### config.mk
export PLATFORM = sky130hd
export DESIGN_NAME = ppu_write_queue
export DESIGN_NICKNAME = d
export VERILOG_FILES = /design/src/rtl/ppu_pkg.sv /design/src/rtl/sync_fifo.sv /design/src/rtl/ppu_write_queue.sv
export SDC_FILE = /design/constraint.sdc
export NUM_CORES = 1
export LEC_CHECK = 0
export BUFFER_PORTS_ARGS = -buffer_cell sky130_fd_sc_hd__buf_2
export CAP_MARGIN = 0
export CORE_MARGIN = 3
export CORE_UTILIZATION = 64
export CTS_BUF_LIST = sky130_fd_sc_hd__clkbuf_4
export DETAILED_ROUTE_END_ITERATION = 7
export PLACE_DENSITY = 0.82
export SYNTH_ARGS = -nofsm -noshare
export SYNTH_HDL_FRONTEND = slang
export SYNTH_SLANG_ARGS = --single-unit
### constraint.sdc
create_clock -name clk -period 8.8 [get_ports clk]
set_input_delay 0.88 -clock clk [delete_from_list [all_inputs] [get_ports clk]]
set_output_delay 0.88 -clock clk [all_outputs]
set_load 0.02 [all_outputs]
### src/rtl/ppu_pkg.sv
// Shared types and constants for the ppu write queue: FSM states, FIFO entry layout,
// and the first vertical-blank line number.
package ppu_pkg;

  typedef enum logic [1:0] {
    ACTIVE,
    LATCH,
    DRAIN,
    SETTLED
  } wq_state_t;

  typedef struct packed {
    logic [15:0] addr;
    logic [31:0] data;
  } wq_entry_t;

  localparam logic [9:0] PPU_VACTIVE = 10'd480;
  localparam int WQ_ENTRY_W = $bits(wq_entry_t);

endpackage

### src/rtl/sync_fifo.sv
// Synchronous show-ahead FIFO. Pointers carry one extra wrap bit for full/empty.
// Push while full and pop while empty are ignored.
module sync_fifo #(
  parameter int WIDTH = 48,
  parameter int DEPTH = 16
) (
  input  logic                     clk,
  input  logic                     rst_n,
  input  logic                     push,
  input  logic                     pop,
  input  logic [WIDTH-1:0]         din,
  output logic [WIDTH-1:0]         dout,
  output logic                     full,
  output logic                     empty,
  output logic [$clog2(DEPTH):0]   level
);

  localparam int AW = $clog2(DEPTH);

  logic [WIDTH-1:0] mem [DEPTH];
  logic [AW:0]      wr_ptr;
  logic [AW:0]      rd_ptr;
  logic             do_push;
  logic             do_pop;

  assign level   = wr_ptr - rd_ptr;
  assign full    = (level == (AW + 1)'(DEPTH));
  assign empty   = (wr_ptr == rd_ptr);
  assign do_push = push && !full;
  assign do_pop  = pop && !empty;
  assign dout    = mem[rd_ptr[AW-1:0]];

  always_ff @(posedge clk or negedge rst_n) begin
    if (!rst_n) begin
      wr_ptr <= '0;
      rd_ptr <= '0;
    end else begin
      if (do_push) wr_ptr <= wr_ptr + 1'b1;
      if (do_pop)  rd_ptr <= rd_ptr + 1'b1;
    end
  end

  // Storage needs no reset: emptiness is defined by the pointers alone.
  always_ff @(posedge clk) begin
    if (do_push) mem[wr_ptr[AW-1:0]] <= din;
  end

endmodule

### src/rtl/ppu_write_queue.sv
// Frame-synchronous write buffer: host writes are queued during active video and replayed
// to the ppu in vertical blank. PPU_WQ_OVERFLOW_EN selects drop-with-sticky-flag over stalling.
module ppu_write_queue
  import ppu_pkg::*;
#(
  parameter int         DEPTH   = 16,
  parameter logic [9:0] VACTIVE = PPU_VACTIVE
) (
  input  logic                    clk,
  input  logic                    reset_n,
  input  logic                    chipselect,
  input  logic                    write,
  input  logic [15:0]             address,
  input  logic [31:0]             writedata,
  output logic                    waitrequest,
  input  logic [9:0]              vcount,
  output logic                    ppu_chipselect,
  output logic                    ppu_write,
  output logic [15:0]             ppu_address,
  output logic [31:0]             ppu_writedata,
  output logic [$clog2(DEPTH):0]  level,
  output logic                    overflow,
  output wq_state_t               state
);

  localparam int LW = $clog2(DEPTH) + 1;

  wq_state_t   state_q, state_d;
  logic [LW-1:0] batch_q, batch_d;
  logic        vblank;
  logic        host_req;
  logic        push;
  logic        pop;
  logic        fifo_full;
  logic        fifo_empty;
  wq_entry_t   tail_entry;
  wq_entry_t   head_entry;

  assign vblank     = (vcount >= VACTIVE);
  assign host_req   = chipselect && write;
  assign tail_entry = '{addr: address, data: writedata};
  assign state      = state_q;

  sync_fifo #(
    .WIDTH (WQ_ENTRY_W),
    .DEPTH (DEPTH)
  ) u_fifo (
    .clk   (clk),
    .rst_n (reset_n),
    .push  (push),
    .pop   (pop),
    .din   (tail_entry),
    .dout  (head_entry),
    .full  (fifo_full),
    .empty (fifo_empty),
    .level (level)
  );

`ifdef PPU_WQ_OVERFLOW_EN
  logic overflow_q;

  assign waitrequest = 1'b0;
  assign push        = host_req && !fifo_full;
  assign overflow    = overflow_q;

  always_ff @(posedge clk or negedge reset_n) begin
    if (!reset_n)                   overflow_q <= 1'b0;
    else if (host_req && fifo_full) overflow_q <= 1'b1;
  end
`else
  // Full comes from registered pointers, so the host stall has no path from write.
  assign waitrequest = fifo_full;
  assign push        = host_req && !fifo_full;
  assign overflow    = 1'b0;
`endif

  // Leaving blank overrides every other transition; batch only changes in LATCH/DRAIN.
  always_comb begin
    state_d = state_q;
    batch_d = batch_q;
    pop     = 1'b0;
    if (!vblank) begin
      state_d = ACTIVE;
    end else begin
      case (state_q)
        ACTIVE:  state_d = LATCH;
        LATCH: begin
          batch_d = level;
          state_d = DRAIN;
        end
        DRAIN: begin
          if (batch_q == '0 || fifo_empty) begin
            state_d = SETTLED;
          end else begin
            pop     = 1'b1;
            batch_d = batch_q - LW'(1);
          end
        end
        SETTLED: state_d = SETTLED;
        default: state_d = ACTIVE;
      endcase
    end
  end

  always_ff @(posedge clk or negedge reset_n) begin
    if (!reset_n) begin
      state_q <= ACTIVE;
      batch_q <= '0;
    end else begin
      state_q <= state_d;
      batch_q <= batch_d;
    end
  end

  always_ff @(posedge clk or negedge reset_n) begin
    if (!reset_n) begin
      ppu_write     <= 1'b0;
      ppu_address   <= '0;
      ppu_writedata <= '0;
    end else begin
      ppu_write <= pop;
      if (pop) begin
        ppu_address   <= head_entry.addr;
        ppu_writedata <= head_entry.data;
      end
    end
  end

  assign ppu_chipselect = ppu_write;

endmodule

==> flow_metrics.tcl, run 1 <==
set metrics [dict create \
    place_ws_ns 4.209 \
    crit_path_top_delay_cell "dfrtp_4" \
    finalCritPeriodShare_pct 55.32 \
    final_common_cell "edfxtp_1" \
    tns_ns 0 \
    rsz0062_at_grt "no" \
    drc_errors 0 \
    outcome "complete, no violations" \
    dr.pass1.iters 7 \
    yosysWarnings 0 \
    synth-async-reset-ratio_pct 7.914 \
    via_per_inst 6.330 \
    grt_max_degree 76 \
    grt_pass1_vias 16300 \
    die_w_um 228.9 \
    grt_pass1_wl_mm 101.2 \
    worstPathCellList "ha_1 -> inv_1 -> fa_1 -> xor2_1 -> or3_1 -> a2111o_1 -> inv_1 -> buf_2" \
    synth_top_area_cell "edfxtp_1" \
    cts.clk_slew.worst_paths_ns 0.07 \
    hold_class "input port to register" \
    std_cell_rows 81 \
    numCtsBuffers 196 \
    clk-insertion-delay-late_ns 1.02 \
    synth-seq-cells 834 \
    p_leak_nw 11.95 \
    overflow 0 \
    cp-end-kind "primary output" \
    final_cell_mix "edfxtp_1, clkbuf_4, mux4_2, buf_2, dfrtp_1" \
    timing.fmax_mhz 205.4 \
    cts_sinks 834 \
    drv_slew 0 \
    drtIter0Drc 1892 \
    cts_root_buf "clkbuf_4" \
    h-tree-depth 4 \
    slew_headroom_pct 26.73 \
    coreArea_mm2 0.04905 \
    die_y_um 228.9 \
    cts_resized 0 \
    track_usage_pct 26.77 \
    total_power_mw 11.03 \
    area_delta_synth_final_pct 12.66 \
    cp_max_fo 30 \
    required_ns 7.92 \
    synth_area_leaders "edfxtp_1, mux4_2, dfrtp_1" \
    synthDistinctLibCells 42 \
    maxCapViolCount 0 \
    gp_congestion 0.7746 \
    period_minus_slack_ns 4.868 \
    io_buffers 114 \
    cp-start-kind "register" \
    synth.avg_cell_area_um2 24.45 \
    syn_nets 1375 \
    p_per_area_mw_per_mm2 307.9 \
    finClkSkew_ns 0.04893 \
    synth_edf_count 768 \
    pin_count 121 \
    initial_utilization_pct 64.84 \
    path_class "register to primary output" \
    postLayoutSetupSlackWorst_ns 3.932 \
    whs_ns 0.2170 \
    die_area_mm2 0.05240 \
    peakVddDrop_v 0.0002375 \
    nets 1653 \
    drt_wl_total_mm 67.56 \
    finalSetupViolCount 0 \
    finalHoldViolCount 0 \
    syn-instance-count 1301 \
    max_stage_delay_ns 0.83 \
    dp.final_hpwl_mm 32.27 \
    syn-cell-area_mm2 0.03180 \
    synth_top_area_share_pct 72.52 \
    ant_nets 0 \
    tightest_slew_ns 1.099 \
    clock_path_buffers 3 \
    wl_per_cell_um 27.96 \
    drive_gt1_share_pct 44.18 \
    vias 15290 \
    ys.flop_type "edfxtp_1" \
    synth.yosys.seq_area_share_pct 77.71 \
    critical_path_arrival_ns 3.99 \
    cp_common_cell "inv_1" \
    tritoncts "built" \
    antenna_found_initial 9 \
]
[per-stage QoR]
step,instance area (um^2),instances,utilization [%]
after floorplan,31800,1301,-
after CTS,35810,2409,73.01
after global routing,35830,2415,73.04
final,35830,2416,73.04
after global placement,33150,2044,67.59
after detailed placement,33150,2044,67.59
[what timing repair did]
action	CTS	global route
buffers inserted	0	0
hold buffers	1	0
endpoints found under the hold margin	22	0
[path summary, 6_finish.rpt]
path / start / endpoint / slack (ns) / depth (start not counted)
max in group asynchronous: reset_n / u_fifo.rd_ptr[0] / 7.27 / 3
min in group asynchronous: reset_n / ppu_address[2] / 0.34 / 2
min reg2reg: ppu_address[0] / ppu_address[0] / 0.50 / 1
min: write / u_fifo.wr_ptr[2] / 0.22 / 3
max reg2reg: u_fifo.rd_ptr[0] / u_fifo.mem[8][8] / 4.16 / 9
max: u_fifo.rd_ptr[0] / waitrequest / 3.93 / 8
[synthesized netlist by cell type, types with 2 or more instances]
cell type,count
dfrtp_1,66
nand3_1,7
nor2_1,19
xor2_1,5
mux2_2,49
buf_2,11
and3_1,2
edfxtp_1,768
nor2b_1,5
buf_6,18
clkbuf_1,23
nor3_1,2
nand2_1,6
xnor2_1,5
ha_1,11
mux4_2,240
nor3b_1,2
buf_1,8
nand4_1,5
or3_1,2
o21ai_0,6
inv_1,11
nand3b_1,2
a21oi_1,8
nand2b_1,2
buf_4,2
[routing by layer]
metal,track usage [%],part of all wire (%),vias to the layer above
li1,-,-,6269
met1,36.05,37,8046
met2,44.04,52,839
met3,6.605,8.3,134
met4,9.137,2.1,6
met5,0,0.061,-
[state kept, by name, indices dropped and copies added (netlist names)]
signal,cells
ppu_address,16
u_fifo.mem,768
batch_q,5
ppu_chipselect,1
state,2
ppu_writedata,32
u_fifo.wr_ptr,5
u_fifo.rd_ptr,5
[final cells by class]
cell class | instances | area [um^2]
flip-flops and latches | 834 | 24720
clock buffers | 303 | 2275
multi-input cells | 393 | 6778
inverters | 12 | 47.55
fillers | 2776 | 13220
diodes | 7 | 17.52
clock inverters | 61 | 372.9
well taps | 664 | 830.8
repair buffers | 142 | 785.8
[power by group]
group          total (mW)  switching (mW)  internal [mW]
Combinational        2.92            1.46           1.46
Sequential           4.93           0.244           4.68
Clock                3.18            1.47           1.72
Total                11.0            3.17           7.86
[worst max-delay path: cells and delay by family (launching register included)]
kind            cells  cell delay [ns]
compound gates      1             0.49
xor+xnor            1             0.20
simple gates        1             0.32
fa+ha+maj           2             0.70
flops               1             0.83
buf+inv             3             0.40
[cells by family (layout without fill, tap and decap cells)]
family | count (synthesis) | in the layout | synth area share, %
xor gates and xnor gates | 10 | 10 | 0.2754
muxes | 290 | 290 | 18.76
DFF | 834 | 834 | 77.71
and+or+nand+nor | 58 | 58 | 0.9442
adders and majority gates | 12 | 12 | 0.4957
AOI/OAI and AO/OA | 22 | 22 | 0.4368
other | 1 | 8 | 0.01179
buffers and inverters | 74 | 518 | 1.365
No activity file was read; power rests on OpenSTA's default activity.
==> inputs of run 2 (changes only) <==
- clock period: 8.8 -> 4.56 ns (I/O delays scaled with it)
==> run 2 against run 1 <==
Effect of this change:
- global-route usage shrank 0.33 points
- largest cell class unchanged
- non-clock buffer count grew 55
- first-iteration DRC count shrank 17%
- worst hold slack gained 0.15 ns
- clock skew shrank 0.011 ns
- count of clock-buffer cells in the layout shrank 7
- total power grew 93%
- utilization grew 1.3 points
- combinational power grew 100%
- sequential power grew 89%
==> flow_metrics.tcl, run 2 (synthesis gave the netlist of run 1 again) <==
set metrics [dict create \
    worstHoldEndpoint "u_fifo.mem[5][18]" \
    placedCellCount 2044 \
    postLayoutSetupSlackWorst_ns 0.3542 \
    maxCapViolCount 0 \
    drt_wl_total_mm 66.38 \
    area_delta_synth_final_pct 14.62 \
    timing.fmax_mhz 237.8 \
    critical_path_arrival_ns 4.84 \
    final_cell_area_mm2 0.03645 \
    p_per_area_mw_per_mm2 585.5 \
    dp.final_hpwl_mm 33.00 \
    rr_endpoint "u_fifo.mem[5][17]" \
    pin_count 121 \
    initial_utilization_pct 64.84 \
    finalCritPeriodShare_pct 92.23 \
    num-fill-cells 2701 \
    fin_cells 2475 \
    comb_power_share_pct 27.6 \
    finalSetupViolCount 0 \
    startpoint "u_fifo.wr_ptr[0]" \
    netSwitchingFraction_pct 28.79 \
    die_area_mm2 0.05240 \
    p_leak_nw 12.20 \
    tns_ns 0 \
    hold_class "input port to register" \
    largest_reg_flops 768 \
    finClkSkew_ns 0.03775 \
    grt_pass1_vias 16400 \
    final_util_pct 74.32 \
    cts_root_buf "clkbuf_4" \
    die_w_um 228.9 \
    p_int_mw 15.20 \
    drv_slew 0 \
    period_minus_slack_ns 4.206 \
    clock_path_buffers 3 \
    cp-start-kind "register" \
    drc_errors 0 \
    io_buffers 114 \
    peakVddDrop_v 0.0005946 \
    regArea_mm2 0.02472 \
    multi_input_area_mm2 0.006784 \
    h-tree-depth 4 \
    outcome "complete, no violations" \
    gp_congestion 0.7827 \
    path_class "register to register" \
    grt_pass1_wl_mm 100.6 \
    required_ns 5.20 \
    final_common_cell "edfxtp_1" \
    drtIter0Drc 1564 \
    whs_path_depth 2 \
    rsz0062_at_grt "no" \
    final_cell_mix "edfxtp_1, clkbuf_4, mux4_2, buf_2, dfrtp_1" \
    postPlaceCellArea_mm2 0.03321 \
    cts_sinks 834 \
    numCtsBuffers 196 \
    p_clk_share_pct 28.7 \
    ant_nets 0 \
    via_per_inst 6.211 \
    finalHoldViolCount 0 \
    die_y_um 228.9 \
    clk-insertion-delay-late_ns 1.00 \
    reg2reg_slack_ns 0.35 \
    vias 15370 \
    coreArea_mm2 0.04905 \
    slew_headroom_pct 22.47 \
    antenna_found_initial 6 \
    r2r-start "u_fifo.wr_ptr[0]" \
    hold_start "writedata[18]" \
    nets 1708 \
    whs_ns 0.3660 \
    wl_per_cell_um 26.82 \
    drive_gt1_share_pct 42.58 \
    seq_power_share_pct 43.7 \
    dr.pass1.iters 5 \
    overflow 0 \
    cp_max_fo 28 \
    total_power_mw 21.34 \
    worstRegToRegCells 10 \
    std_cell_rows 81 \
    p_switching_mw 6.145 \
    cp-end-kind "register" \
    grt_max_degree 151 \
    cts.clk_slew.worst_paths_ns 0.07 \
    tritoncts "built" \
    place_ws_ns 0.4283 \
    tightest_slew_ns 1.160 \
    track_usage_pct 26.44 \
]
==> run 2: changes by cell type in the layout (fill, tap and decap cells not counted), moves of 4 or more <==
cell           before  now
dlygate4sd3_1       1   55
inv_2               4    8
clkinv_1           45   54
clkbuf_4          303  296
buf_12              0    4
buf_4              28   24
==> run 2: worst max-delay path by stage <==
stage	to	slack, ns
after CTS	waitrequest	0.37
after floorplan	u_fifo.mem[10][0]	-0.62
final	u_fifo.mem[5][17]	0.35
after global placement	u_fifo.mem[5][17]	0.59
after global routing	u_fifo.mem[5][21]	0.21
after detailed placement	u_fifo.mem[5][17]	0.43
==> run 2: power by group through the flow <==
stage	Combinational, mW	Clock (mW)	Sequential, mW
after global placement	5.76	0	9.44
final	5.89	6.12	9.33
after CTS	5.96	6.26	9.33
after floorplan	4.18	0	9.69
after detailed placement	5.88	0	9.49
after global routing	6.27	6.69	9.38
==> run 2: worst max-delay path, stage by stage, from the launching register on <==
cell and delay [ns]:
dfrtp_1 0.41, inv_1 0.16, ha_1 0.19, inv_1 0.05
fa_1 0.40, xor2_1 0.26, or3_1 0.16, a2111o_1 0.25
nand3_1 0.37, nor2_4 1.00, buf_4 0.55
==> run 2: repair_timing <==
item                                    4_1_cts  5_1_grt
hold buffers                                 56        0
hold endpoints to repair                    814        0
endpoints found under the setup margin        0        0
gates resized for setup                       0        0
setup buffers                                 0        0
==> run 2: per-layer routing <==
layer  vias up  global-route usage (%)  share of wire [%]
li1       6403                       -                  -
met1      7991                   35.52                 37
met2       818                   43.09                 52
met3       156                   6.331                7.7
met4         4                   10.33                2.7
met5         -                       0              0.036
==> run 2: area by class of cell <==
type / instances / share of cell area (%)
Inverter: 12 / 0.1304
Sequential cell: 834 / 67.82
Clock inverter: 74 / 1.184
Multi-Input combinational cell: 393 / 18.61
Clock buffer: 296 / 6.096
Antenna cell: 5 / 0.03432
Timing Repair Buffer: 197 / 3.851
Tap cell: 664 / 2.279
